==> config.mk <==
export PLATFORM = sky130hd
export DESIGN_NAME = alu_rr_sched_flat
export DESIGN_NICKNAME = d
export VERILOG_FILES = /design/src/rtl/alu_pkg.sv /design/src/rtl/alu_rr_sched_if.sv /design/src/rtl/rr_arbiter.sv /design/src/rtl/alu_rr_sched.sv /design/src/flat_wrapper.sv
export SDC_FILE = /design/constraint.sdc
export NUM_CORES = 1
export LEC_CHECK = 0
export BUFFER_PORTS_ARGS = -buffer_cell sky130_fd_sc_hd__buf_2
export CAP_MARGIN = 10
export CORE_MARGIN = 5
export CORE_UTILIZATION = 30
export CTS_CLUSTER_SIZE = 16
export DETAILED_ROUTE_END_ITERATION = 16
export GPL_TIMING_DRIVEN = 0
export PLACE_DENSITY_LB_ADDON = 0.25
export SLEW_MARGIN = 30
export SYNTH_ARGS = -nofsm -noshare
export SYNTH_HDL_FRONTEND = slang
export SYNTH_SLANG_ARGS = --single-unit
==> constraint.sdc <==
create_clock -name clk -period 3.8 [get_ports clk]
set_clock_uncertainty 0.2 [all_clocks]
set_input_delay 0.95 -clock clk [delete_from_list [all_inputs] [get_ports clk]]
set_output_delay 0.95 -clock clk [all_outputs]
set_load 0.01 [all_outputs]
==> src/rtl/alu_pkg.sv <==
// Shared constants for the ALU round-robin scheduler: op selects, flag bit positions, FSM states.
package alu_pkg;

    localparam int unsigned ALU_W = 32;

    localparam logic [3:0] SEL_AND  = 4'b0000;
    localparam logic [3:0] SEL_OR   = 4'b0001;
    localparam logic [3:0] SEL_NOT  = 4'b0010;
    localparam logic [3:0] SEL_NOR  = 4'b0011;
    localparam logic [3:0] SEL_XOR  = 4'b0100;
    localparam logic [3:0] SEL_NAND = 4'b0101;
    localparam logic [3:0] SEL_ADD  = 4'b0110;
    localparam logic [3:0] SEL_SUB  = 4'b0111;

    localparam int unsigned FLG_C = 3;
    localparam int unsigned FLG_N = 2;
    localparam int unsigned FLG_Z = 1;
    localparam int unsigned FLG_V = 0;

    typedef enum logic [1:0] {
        IDLE = 2'd0,
        EXEC = 2'd1,
        RESP = 2'd2
    } state_e;

endpackage

==> src/rtl/alu_rr_sched_if.sv <==
// Request, ALU and response signal bundle between requesters/ALU (master) and the scheduler (slave).
interface alu_rr_sched_if #(
    parameter int unsigned NREQ = 2,
    parameter int unsigned W    = 32,
    parameter int unsigned IDW  = 1
);
    logic [NREQ-1:0]   req_valid;
    logic [NREQ-1:0]   req_ready;
    logic [NREQ*W-1:0] req_a;
    logic [NREQ*W-1:0] req_b;
    logic [NREQ*4-1:0] req_sel;
    logic [NREQ-1:0]   req_chain;

    logic [W-1:0]      alu_a;
    logic [W-1:0]      alu_b;
    logic [3:0]        alu_sel;
    logic              alu_cin;
    logic [W-1:0]      alu_y;
    logic              alu_cout;
    logic              alu_neg;
    logic              alu_zero;
    logic              alu_ovf;

    logic              rsp_valid;
    logic              rsp_ready;
    logic [IDW-1:0]    rsp_id;
    logic [W-1:0]      rsp_y;
    logic [3:0]        rsp_flags;

    modport slave (
        input  req_valid, req_a, req_b, req_sel, req_chain,
        input  alu_y, alu_cout, alu_neg, alu_zero, alu_ovf,
        input  rsp_ready,
        output req_ready,
        output alu_a, alu_b, alu_sel, alu_cin,
        output rsp_valid, rsp_id, rsp_y, rsp_flags
    );

    modport master (
        output req_valid, req_a, req_b, req_sel, req_chain,
        output alu_y, alu_cout, alu_neg, alu_zero, alu_ovf,
        output rsp_ready,
        input  req_ready,
        input  alu_a, alu_b, alu_sel, alu_cin,
        input  rsp_valid, rsp_id, rsp_y, rsp_flags
    );
endinterface

==> src/rtl/rr_arbiter.sv <==
// Combinational round-robin pick: first asserted request searching upward from ptr+1 with wrap.
module rr_arbiter #(
    parameter int unsigned NREQ = 2,
    parameter int unsigned IDW  = 1
) (
    input  logic [NREQ-1:0] req,
    input  logic [IDW-1:0]  ptr,
    output logic [NREQ-1:0] grant,
    output logic [IDW-1:0]  idx,
    output logic            any
);
    int unsigned cand;

    always_comb begin
        grant = '0;
        idx   = '0;
        any   = 1'b0;
        cand  = 0;
        for (int unsigned k = 1; k <= NREQ; k++) begin
            cand = (32'(ptr) + k) % NREQ;
            if (!any && req[cand]) begin
                any         = 1'b1;
                grant[cand] = 1'b1;
                idx         = IDW'(cand);
            end
        end
    end
endmodule

==> src/rtl/alu_rr_sched.sv <==
// Time-shares one combinational ALU among NREQ requesters: round-robin grant, one-cycle execute,
// tagged response, and a per-requester carry register for multi-word add/sub chains.
module alu_rr_sched
    import alu_pkg::*;
#(
    parameter int unsigned NREQ = 2,
    parameter int unsigned W    = ALU_W,
    parameter int unsigned IDW  = 1
) (
    input  logic           clk,
    input  logic           rst,
    alu_rr_sched_if.slave  bus,
    output logic           busy
);
    state_e          state_q, state_d;
    logic [IDW-1:0]  ptr_q, ptr_d;
    logic [IDW-1:0]  id_q, id_d;
    logic [W-1:0]    a_q, a_d;
    logic [W-1:0]    b_q, b_d;
    logic [3:0]      sel_q, sel_d;
    logic            cin_q, cin_d;
    logic [W-1:0]    y_q, y_d;
    logic [3:0]      flags_q, flags_d;
    logic            rsp_valid_q, rsp_valid_d;
    logic            busy_q, busy_d;
    logic [NREQ-1:0] carry_q, carry_d;
    logic [NREQ-1:0] req_ready_c;

    logic [NREQ-1:0] arb_grant;
    logic [IDW-1:0]  arb_idx;
    logic            arb_any;

    rr_arbiter #(.NREQ(NREQ), .IDW(IDW)) u_arb (
        .req   (bus.req_valid),
        .ptr   (ptr_q),
        .grant (arb_grant),
        .idx   (arb_idx),
        .any   (arb_any)
    );

    // Next-state and datapath capture; every register holds unless its state updates it.
    always_comb begin
        state_d     = state_q;
        ptr_d       = ptr_q;
        id_d        = id_q;
        a_d         = a_q;
        b_d         = b_q;
        sel_d       = sel_q;
        cin_d       = cin_q;
        y_d         = y_q;
        flags_d     = flags_q;
        carry_d     = carry_q;
        req_ready_c = '0;

        unique case (state_q)
            IDLE: begin
                if (arb_any) begin
                    req_ready_c = arb_grant;
                    for (int i = 0; i < int'(NREQ); i++) begin
                        if (arb_idx == IDW'(i)) begin
                            a_d   = bus.req_a[i*W +: W];
                            b_d   = bus.req_b[i*W +: W];
                            sel_d = bus.req_sel[i*4 +: 4];
                            cin_d = bus.req_chain[i] ? carry_q[i] : 1'b0;
                        end
                    end
                    id_d    = arb_idx;
                    ptr_d   = arb_idx;
                    state_d = EXEC;
                end
            end
            EXEC: begin
                y_d            = bus.alu_y;
                flags_d[FLG_C] = bus.alu_cout;
                flags_d[FLG_N] = bus.alu_neg;
                flags_d[FLG_Z] = bus.alu_zero;
                flags_d[FLG_V] = bus.alu_ovf;
                carry_d[id_q]  = bus.alu_cout;
                state_d        = RESP;
            end
            RESP: begin
                if (bus.rsp_ready) begin
                    state_d = IDLE;
                end
            end
            default: state_d = IDLE;
        endcase

        rsp_valid_d = (state_d == RESP);
        busy_d      = (state_d != IDLE);
    end

    always_ff @(posedge clk) begin
        if (rst) begin
            state_q     <= IDLE;
            ptr_q       <= IDW'(NREQ - 1);
            id_q        <= '0;
            a_q         <= '0;
            b_q         <= '0;
            sel_q       <= '0;
            cin_q       <= 1'b0;
            y_q         <= '0;
            flags_q     <= '0;
            rsp_valid_q <= 1'b0;
            busy_q      <= 1'b0;
            carry_q     <= '0;
        end else begin
            state_q     <= state_d;
            ptr_q       <= ptr_d;
            id_q        <= id_d;
            a_q         <= a_d;
            b_q         <= b_d;
            sel_q       <= sel_d;
            cin_q       <= cin_d;
            y_q         <= y_d;
            flags_q     <= flags_d;
            rsp_valid_q <= rsp_valid_d;
            busy_q      <= busy_d;
            carry_q     <= carry_d;
        end
    end

    assign bus.req_ready = req_ready_c;
    assign bus.alu_a     = a_q;
    assign bus.alu_b     = b_q;
    assign bus.alu_sel   = sel_q;
    assign bus.alu_cin   = cin_q;
    assign bus.rsp_valid = rsp_valid_q;
    assign bus.rsp_id    = id_q;
    assign bus.rsp_y     = y_q;
    assign bus.rsp_flags = flags_q;
    assign busy          = busy_q;
endmodule

==> src/flat_wrapper.sv <==
// flat-port wrapper written by rule: the top's interface ports become plain ports
module alu_rr_sched_flat import alu_pkg::*;
#(
    parameter int unsigned NREQ = 2,
    parameter int unsigned W    = ALU_W,
    parameter int unsigned IDW  = 1
)
  (clk, rst, busy, bus_req_valid, bus_req_a, bus_req_b, bus_req_sel, bus_req_chain, bus_alu_y, bus_alu_cout, bus_alu_neg, bus_alu_zero, bus_alu_ovf, bus_rsp_ready, bus_req_ready, bus_alu_a, bus_alu_b, bus_alu_sel, bus_alu_cin, bus_rsp_valid, bus_rsp_id, bus_rsp_y, bus_rsp_flags);
  alu_rr_sched_if #(.NREQ(NREQ), .W(W), .IDW(IDW)) bus_i ();
  input  logic clk;
  input  logic rst;
  output logic busy;
  input wire logic [$bits(bus_i.req_valid)-1:0] bus_req_valid;
  input wire logic [$bits(bus_i.req_a)-1:0] bus_req_a;
  input wire logic [$bits(bus_i.req_b)-1:0] bus_req_b;
  input wire logic [$bits(bus_i.req_sel)-1:0] bus_req_sel;
  input wire logic [$bits(bus_i.req_chain)-1:0] bus_req_chain;
  input wire logic [$bits(bus_i.alu_y)-1:0] bus_alu_y;
  input wire logic [$bits(bus_i.alu_cout)-1:0] bus_alu_cout;
  input wire logic [$bits(bus_i.alu_neg)-1:0] bus_alu_neg;
  input wire logic [$bits(bus_i.alu_zero)-1:0] bus_alu_zero;
  input wire logic [$bits(bus_i.alu_ovf)-1:0] bus_alu_ovf;
  input wire logic [$bits(bus_i.rsp_ready)-1:0] bus_rsp_ready;
  output wire logic [$bits(bus_i.req_ready)-1:0] bus_req_ready;
  output wire logic [$bits(bus_i.alu_a)-1:0] bus_alu_a;
  output wire logic [$bits(bus_i.alu_b)-1:0] bus_alu_b;
  output wire logic [$bits(bus_i.alu_sel)-1:0] bus_alu_sel;
  output wire logic [$bits(bus_i.alu_cin)-1:0] bus_alu_cin;
  output wire logic [$bits(bus_i.rsp_valid)-1:0] bus_rsp_valid;
  output wire logic [$bits(bus_i.rsp_id)-1:0] bus_rsp_id;
  output wire logic [$bits(bus_i.rsp_y)-1:0] bus_rsp_y;
  output wire logic [$bits(bus_i.rsp_flags)-1:0] bus_rsp_flags;
  assign bus_i.req_valid = bus_req_valid;
  assign bus_i.req_a = bus_req_a;
  assign bus_i.req_b = bus_req_b;
  assign bus_i.req_sel = bus_req_sel;
  assign bus_i.req_chain = bus_req_chain;
  assign bus_i.alu_y = bus_alu_y;
  assign bus_i.alu_cout = bus_alu_cout;
  assign bus_i.alu_neg = bus_alu_neg;
  assign bus_i.alu_zero = bus_alu_zero;
  assign bus_i.alu_ovf = bus_alu_ovf;
  assign bus_i.rsp_ready = bus_rsp_ready;
  assign bus_req_ready = bus_i.req_ready;
  assign bus_alu_a = bus_i.alu_a;
  assign bus_alu_b = bus_i.alu_b;
  assign bus_alu_sel = bus_i.alu_sel;
  assign bus_alu_cin = bus_i.alu_cin;
  assign bus_rsp_valid = bus_i.rsp_valid;
  assign bus_rsp_id = bus_i.rsp_id;
  assign bus_rsp_y = bus_i.rsp_y;
  assign bus_rsp_flags = bus_i.rsp_flags;
  alu_rr_sched #(.NREQ(NREQ), .W(W), .IDW(IDW)) u_core (.clk(clk), .rst(rst), .bus(bus_i), .busy(busy));
endmodule
==> run_results.csv, run 1 <==
group,metric,value,unit
placement,dpl_worst_slack,0.380,ns
drt,wire_per_inst,16.0,µm
sta,rsz0062_at_grt,"false",
sta,period_share,89.9,%
global_routing,grt.busiest_layer,"met2",
worst_setup_path,worstPathArrival,2.27,ns
sta,setup_viol,0,
power_and_ir_drop,power,0.00390,W
yosys,yosysTopAreaCellShare,48.5,%
worst_setup_path,ff2ff_path_depth,5,
floorplanning,start_util,30.6,%
yosys,yosysWarnings,0,
placement,hpwl,13.7,mm
sta,hold_violations,0,
sta,worst_pin_slew,0.750,ns
global_routing,grt_use_total,19.0,%
yosys,synth_cells,585,
clocking,clkTransAtPathRegs,0.05,ns
placement,gp_congestion,0.802,
clocking,cts.sinks,113,
clocking,cts_buffer_depth,2,
power_and_ir_drop,power.density,554,nW/µm²
yosys,ys_seq_area_share,48.5,%
global_routing,grt_pass1_wl,27.4,mm
sta,whs,0.249,ns
hold_path,hp-class,"reg2reg",
yosys,ys_seq_elements,113,
global_routing,overflow,0,
drt,antenna_left,0,
worst_setup_path,reg2reg_slack,1.77,ns
sta,slew_viol_final,0,
clocking,numCtsBuffers,17,
yosys,synthFlopType,"dfxtp_1",
cells_and_area,regArea,2260,µm²
clocking,post_cts_buffers,0,
sta,setup_tns,0,ns
worst_setup_path,crit_cells,6,
worst_setup_path,path_cells,"buf_2 > a21bo_2 > buf_2 > clkbuf_1 > nor3_1 > buf_2",
placement,dp.cells,1083,
yosys,syn_area,4670,µm²
clocking,cts_tree,"built",
floorplanning,core,15300,µm²
global_routing,met3_usage,7.34,%
worst_setup_path,slowest_delay,0.30,ns
global_routing,grt_max_degree,17,
cells_and_area,final_cells,1115,
floorplanning,die_w,135,µm
hold_path,min_from,"u_core.bus.rsp_y[19]",
hold_path,min_to,"u_core.bus.rsp_y[19]",
sta,fmax,293,MHz
yosys,synth_top_area_cell,"dfxtp_1",
yosys,synth-edff-count,0,
worst_setup_path,critPathMaxFanout,10,
worst_setup_path,end_kind,"output port",
drt,dr.pass1.iters,4,
power_and_ir_drop,p_leak,3.28,nW
yosys,netlist_top_cells_count,"nand2_1 (210), dfxtp_1 (113), a21oi_1 (110), a311oi_1 (59), clkbuf_1 (44)",
worst_setup_path,worstSetupPathType,"in2out",
placement,numPortBuffers,287,
global_routing,met1_usage,21.7,%
global_routing,antenna_found_initial,0,
cells_and_area,nets,1070,
drt,drc,0,
run,max_cap_viol_count,0,
status,status,"completed",
cells_and_area,final.fill_count,1618,
cells_and_area,diodes,0,
worst_setup_path,timing.rr.start,"u_core.ptr_q",
worst_setup_path,r2r-end,"u_core.bus.alu_b[16]",
yosys,synthArstFlopShare,0,%
sta,fin_ws,0.383,ns
clocking,cts_resized,0,
drt,drtIter0Drc,178,
clocking,clkLatencyLatePin,0.40,ns
floorplanning,num_rows,45,
clocking,clock_tree.root_cell,"clkbuf_16",
floorplanning,io_pins,289,
sta,max_slew_margin,50.0,%
worst_setup_path,critPathSlowestCell,"nor3_1",
worst_setup_path,worst-path-buf-inv,4,
worst_setup_path,cp_common_cell,"buf_2",
cells_and_area,drive_gt1_share,38.1,%
floorplanning,die_area,18200,µm²
drt,routed_wl,17.9,mm
yosys,syn_area_per_cell,7.98,µm²
cells_and_area,multi_input_area,2140,µm²
worst_setup_path,worstPathRequired,2.65,ns
clocking,postCtsHoldBufs,0,
hold_path,hold_depth,2,
yosys,ys_top_cells_by_area,"dfxtp_1 (48%), nand2_1 (17%), a21oi_1 (12%)",
power_and_ir_drop,vdd_drop_max,0.283,mV
worst_setup_path,crit_family,"buffers and inverters",
sta,period_needed,3.42,ns
global_routing,grt_pass1_vias,5316,
yosys,ys_types,23,
cells_and_area,syn2layout_area_growth,50.7,%
worst_setup_path,critPathLaunchType,"input port",
yosys,synth_most_common_cell,"nand2_1",
clocking,cts_max_level,4,
global_routing,grt_use_met2,32.7,%
floorplanning,die_y,135,µm
drt,vias,5349,
drt,via_per_inst,4.80,
yosys,synth_fp_nets,764,
[registers in the layout, indices dropped and copies added, names as in the netlist]
| name | flops |
|---|---|
| u_core.bus.rsp_id | 1 |
| u_core.bus.rsp_valid | 1 |
| u_core.bus.alu_sel | 4 |
| u_core.bus.rsp_y | 32 |
| u_core.bus.alu_b | 32 |
| u_core.busy | 1 |
| u_core.bus.rsp_flags | 4 |
| u_core.bus.alu_a | 32 |
| u_core.bus.alu_cin | 1 |
| u_core.state_q | 2 |
| u_core.carry_q | 2 |
| u_core.ptr_q | 1 |
[worst max-delay path by stage]
stage                            end  slack, ns        startpoint
floorplan           bus_req_ready[1]       0.85  bus_req_valid[1]
global placement    bus_req_ready[1]       0.39  bus_req_valid[1]
detailed placement  bus_req_ready[1]       0.38  bus_req_valid[1]
CTS                 bus_req_ready[1]       0.38  bus_req_valid[1]
global route        bus_req_ready[1]       0.30  bus_req_valid[1]
finish              bus_req_ready[1]       0.38  bus_req_valid[0]
[metal layers]
layer | part of all wire, % | up-vias
met2 | 47 | 221
li1 | - | 2674
met3 | 9.8 | 28
met4 | 1.9 | 0
met1 | 41 | 2426
met5 | 0 | -
[metrics by stage]
stage,cell area (µm²),util (%)
floorplan,4670,-
global placement,6370,41.7
detailed placement,6370,41.7
CTS,7030,46.1
global route,7030,46.1
finish,7030,46.1
[layout by cell type (no fill, tap or decap), types with 3 or more instances in the layout]
master and n:
buf_2 296, nand2_1 210, dfxtp_1 113, a21oi_1 110, a311oi_1 59, clkbuf_1 46, clkbuf_16 17, a311oi_2 10
nor2_1 6, bufinv_16 5, nand3_1 4, clkbuf_8 4, buf_6 3, buf_1 3
[worst reg2reg max path, cell delays in order, from the launching register on]
cell and delay [ns]:
dfxtp_1 0.34, a21boi_2 0.36, buf_4 0.28, clkbuf_1 0.37, nand2_1 0.14, a311oi_2 0.26
[logic make-up (layout without fill, tap and decap cells)]
logic type,count (synthesis),after routing,synth area share (%)
simple gates,226,226,18.6
compound gates,185,185,27.2
flops,113,113,48.5
buf+inv,61,380,5.71
[power by group]
part	switching (W)	leakage, nW	internal (W)
Sequential	0.0000659	0.933	0.00131
Clock	0.000562	0.323	0.00123
Combinational	0.000425	2.02	0.000300
[cell type report]
class                      instances  share of cell area, %
inverter                           1                 0.0534
sequential                       113                   32.2
timing repair buffer             287                   20.4
clock buffer                      23                   6.94
clock inverter                     9                   2.51
buffer                            60                   3.74
tap                              211                   3.75
multi-input combinational        411                   30.4
Note: power is estimated with default switching activity, not from simulation.
==> run 2: changes to the inputs <==
- CORE_UTILIZATION: 30 -> 25
==> run_results.csv, run 2 (same netlist as run 1, synthesis figures left out) <==
group,metric,value,unit
clocking,cts_buffer_depth,2,
clocking,clkTransAtPathRegs,0.05,ns
floorplanning,die_w,147,µm
worst_setup_path,worstPathRequired,2.65,ns
drt,met1_length,8.03,mm
global_routing,grt_pass1_vias,5600,
placement,hpwl,14.2,mm
drt,via_per_inst,4.76,
drt,wl_met3,1.63,mm
cells_and_area,stdcell_area,6970,µm²
sta,setup_viol,0,
worst_setup_path,critPathSlowestCell,"nor3_1",
sta,slew_viol_final,0,
floorplanning,num_rows,50,
floorplanning,start_util,25.2,%
run,max_cap_viol_count,0,
drt,vias,5415,
sta,worst_pin_slew,0.729,ns
global_routing,grt_pass1_wl,29.7,mm
worst_setup_path,cp_common_cell,"buf_2",
clocking,clock_tree.root_cell,"clkbuf_16",
cells_and_area,final_common_cell,"buf_2",
floorplanning,io_pins,289,
worst_setup_path,path_cells,"buf_2 > a21bo_2 > buf_2 > clkbuf_1 > nor3_1 > buf_2",
worst_setup_path,ff2ff_path_depth,5,
worst_setup_path,critPathCapture,"bus_req_ready[1]",
drt,maxUsedRoutingLayer,"met4",
worst_setup_path,r2r-end,"u_core.bus.alu_b[20]",
clocking,postCtsHoldBufs,0,
clocking,cts.sinks,113,
drt,dr.pass1.iters,4,
power_and_ir_drop,power.density,525,nW/µm²
floorplanning,core,18500,µm²
placement,numPortBuffers,287,
global_routing,antenna_found_initial,0,
placement,placed_area,6400,µm²
power_and_ir_drop,power,0.00366,W
drt,drc,0,
drt,wl_met2,8.79,mm
global_routing,grt_max_degree,17,
worst_setup_path,worstSetupPathType,"in2out",
sta,fmax,284,MHz
floorplanning,die_area,21500,µm²
floorplanning,die_y,147,µm
clocking,cts_tree,"built",
drt,routed_wl,18.8,mm
worst_setup_path,reg2reg_slack,1.68,ns
cells_and_area,nets,1070,
hold_path,hp-class,"reg2reg",
clocking,cts_max_level,4,
drt,drtIter0Drc,176,
worst_setup_path,worstPathArrival,2.37,ns
global_routing,grt_use_total,17.2,%
power_and_ir_drop,vdd_drop_max,0.283,mV
sta,rsz0062_at_grt,"false",
clocking,numCtsBuffers,17,
worst_setup_path,critPathMaxFanout,10,
cells_and_area,syn2layout_area_growth,49.3,%
drt,wire_per_inst,16.5,µm
cells_and_area,diodes,0,
sta,period_needed,3.52,ns
sta,max_slew_margin,51.4,%
global_routing,overflow,0,
hold_path,hold_depth,2,
sta,setup_tns,0,ns
cells_and_area,final_cell_mix,"buf_2 (296), nand2_1 (210), dfxtp_1 (113)",
cells_and_area,drive_gt1_share,38.0,%
placement,gp_congestion,0.798,
sta,hold_violations,0,
worst_setup_path,critPathLaunchType,"input port",
sta,fin_ws,0.279,ns
sta,period_share,92.7,%
worst_setup_path,setup.worst_path.start,"bus_req_valid[0]",
worst_setup_path,slowest_delay,0.37,ns
status,status,"completed",
worst_setup_path,end_kind,"output port",
clocking,clkLatencyLatePin,0.40,ns
clocking,post_cts_buffers,0,
clocking,cts_resized,0,
placement,dpl_worst_slack,0.271,ns
drt,antenna_left,0,
power_and_ir_drop,p_leak,3.24,nW
worst_setup_path,timing.rr.start,"u_core.ptr_q",
[run 2: worst min path at each step]
stage | start | to
after global routing | u_core.bus.rsp_y[29] | u_core.bus.rsp_y[29]
final | u_core.bus.rsp_y[11] | u_core.bus.rsp_y[11]
after CTS | u_core.bus.rsp_y[10] | u_core.bus.rsp_y[10]
after floorplan | u_core.carry_q[0] | u_core.carry_q[0]
after global placement | u_core.bus.rsp_y[28] | u_core.bus.rsp_y[28]
after detailed placement | u_core.bus.rsp_y[10] | u_core.bus.rsp_y[10]
[run 2: report_power, final]
| group | leakage (nW) | internal (W) | total [W] | switching, W |
|---|---|---|---|---|
| clock network | 0.283 | 0.000992 | 0.00155 | 0.000556 |
| logic | 2.02 | 0.000300 | 0.000735 | 0.000435 |
| registers | 0.933 | 0.00131 | 0.00137 | 0.0000621 |
[run 2: cell type report]
type / count / area, µm²
fill: 1979 / 11600
sequential: 113 / 2260
multi-input combinational: 411 / 2140
timing repair buffer: 287 / 1440
clock buffer: 21 / 460
tap: 234 / 293
buffer: 60 / 263
clock inverter: 10 / 110
inverter: 1 / 3.75
[run 2: critical path, delay by kind of cell]
kind            cells  cell delay (ns)
simple gates        1             0.37
buf+inv             4             0.84
compound gates      1             0.20
[run 2: metal layers]
metal | track usage (%) | vias up
met3 | 6.15 | 28
li1 | - | 2669
met2 | 28.2 | 222
met1 | 21.1 | 2496
met4 | 5.50 | 0
met5 | 0 | -
[run 2: through the flow]
step | instances | util [%] | hold slack (ns)
2_1_floorplan | 585 | - | 0.254
3_3_place_gp | 1106 | 34.5 | 0.240
3_5_place_dp | 1106 | 34.5 | 0.243
4_1_cts | 1137 | 37.6 | 0.250
5_1_grt | 1137 | 37.6 | 0.266
6_report | 1137 | 37.6 | 0.250
==> run 3: changes to the inputs <==
- CORE_AREA: not set -> 5 5 110 112
- CORE_MARGIN: 5 -> not set
- CORE_UTILIZATION: 25 -> not set
- DIE_AREA: not set -> 0 0 115 117
==> run_results.csv, run 3 (same netlist as run 1, synthesis figures left out) <==
group,metric,value,unit
drt,drc,0,
clocking,clkTransAtPathRegs,0.05,ns
placement,numPortBuffers,287,
sta,period_share,89.5,%
clocking,post_cts_buffers,0,
sta,worst_pin_slew,0.691,ns
hold_path,hp-class,"reg2reg",
worst_setup_path,end_kind,"output port",
floorplanning,die_area,13500,µm²
power_and_ir_drop,p_leak,3.23,nW
worst_setup_path,cp_common_cell,"buf_2",
worst_setup_path,reg2reg_slack,1.82,ns
power_and_ir_drop,vdd_drop_max,0.281,mV
clocking,cts_buffer_depth,2,
sta,max_slew_margin,54.0,%
hold_path,min_from,"u_core.bus.rsp_y[13]",
sta,hold_violations,0,
worst_setup_path,critPathMaxFanout,10,
global_routing,grt_max_degree,17,
placement,gp_congestion,0.855,
drt,wire_per_inst,16.0,µm
run,max_cap_viol_count,0,
placement,hpwl,12.8,mm
clocking,clock_tree.root_cell,"clkbuf_16",
floorplanning,io_pins,289,
worst_setup_path,r2r-end,"u_core.bus.alu_b[19]",
worst_setup_path,critPathSlowestCell,"nor3_1",
drt,via_per_inst,5.14,
cells_and_area,drive_gt1_share,38.1,%
drt,vias,5385,
worst_setup_path,slowest_delay,0.32,ns
worst_setup_path,ff2ff_path_depth,5,
worst_setup_path,path_cells,"buf_2 > a21bo_2 > buf_2 > clkbuf_1 > nor3_1 > buf_2",
floorplanning,num_rows,39,
floorplanning,die_y,117,µm
status,status,"completed",
clocking,postCtsHoldBufs,0,
cells_and_area,final_cell_mix,"buf_2 (296), nand2_1 (210), dfxtp_1 (113)",
hold_path,min_to,"u_core.bus.rsp_y[13]",
global_routing,grt_use_total,23.5,%
worst_setup_path,worstSetupPathType,"in2out",
global_routing,antenna_found_initial,0,
drt,routed_wl,16.7,mm
power_and_ir_drop,power.density,530,nW/µm²
global_routing,grt_pass1_vias,5016,
sta,setup_viol,0,
clocking,cts_resized,0,
worst_setup_path,critPathLaunchType,"input port",
floorplanning,start_util,41.9,%
drt,drtIter0Drc,362,
sta,period_needed,3.40,ns
worst_setup_path,worstPathArrival,2.25,ns
clocking,cts.sinks,113,
clocking,cts_tree,"built",
cells_and_area,final_common_cell,"buf_2",
sta,fmax,294,MHz
sta,rsz0062_at_grt,"false",
clocking,numCtsBuffers,17,
sta,slew_viol_final,0,
drt,antenna_left,0,
worst_setup_path,timing.rr.start,"u_core.ptr_q",
hold_path,hold_depth,2,
cells_and_area,syn2layout_area_growth,47.1,%
floorplanning,core,11100,µm²
cells_and_area,nets,1070,
drt,dr.pass1.iters,5,
global_routing,grt_pass1_wl,24.8,mm
worst_setup_path,worstPathRequired,2.65,ns
placement,dpl_worst_slack,0.387,ns
clocking,cts_max_level,4,
sta,fin_ws,0.398,ns
sta,setup_tns,0,ns
global_routing,overflow,0,
cells_and_area,diodes,0,
floorplanning,die_w,115,µm
clocking,clkLatencyLatePin,0.40,ns
-- run 3: cell types whose count changed in the layout (fill, tap and decap cells not counted), sizes merged --
cell / before / now
clkinv: 6 / 5
clkbuf: 65 / 64
clkinvlp: 1 / 4
-- run 3: power by group --
group | total (W) | switching (W) | internal [W] | leakage [nW]
sequential | 0.00138 | 0.0000649 | 0.00131 | 0.933
combinational | 0.000718 | 0.000418 | 0.000300 | 2.02
clock | 0.00155 | 0.000562 | 0.000983 | 0.273
-- run 3: how the worst max path moves through the flow --
stage                          start                to  depth (start not counted)
global placement    bus_req_valid[0]  bus_req_ready[1]                          6
global route        bus_req_valid[0]  bus_req_ready[1]                          6
finish              bus_req_valid[0]  bus_req_ready[1]                          6
detailed placement  bus_req_valid[0]  bus_req_ready[1]                          6
CTS                 bus_req_valid[0]  bus_req_ready[1]                          6
floorplan           bus_req_valid[1]  bus_req_ready[1]                          4
-- run 3: area by class of cell --
| cell class | instances | area (µm²) |
|---|---|---|
| Buffer | 60 | 263 |
| Multi-Input combinational cell | 411 | 2140 |
| Inverter | 1 | 3.75 |
| Fill cell | 1050 | 4260 |
| Clock inverter | 12 | 135 |
| Tap cell | 143 | 179 |
| Sequential cell | 113 | 2260 |
| Timing Repair Buffer | 287 | 1440 |
| Clock buffer | 20 | 447 |
-- run 3: metrics by stage --
step	area [µm²]	utilization, %	instances	hold WS [ns]	power, W
6_report	6860	61.7	1047	0.250	0.00364
5_1_grt	6860	61.7	1047	0.265	0.00381
3_3_place_gp	6280	56.5	1015	0.240	0.00212
3_5_place_dp	6280	56.5	1015	0.246	0.00212
2_1_floorplan	4670	-	585	0.254	0.00180
4_1_cts	6860	61.7	1047	0.253	0.00366
-- run 3: layer usage --
metal,global-route usage (%),vias to the layer above,part of all wire [%]
li1,-,2673,-
met1,27.4,2446,39
met2,39.9,237,49
met3,8.64,29,9.8
met4,8.45,0,2.2
met5,0,-,0
-- run 3: worst max-delay path: cells and delay by family --
family / cells / cell delay, ns
buffers and inverters: 4 / 0.77
AOI/OAI and AO/OA: 1 / 0.20
and+or+nand+nor: 1 / 0.32
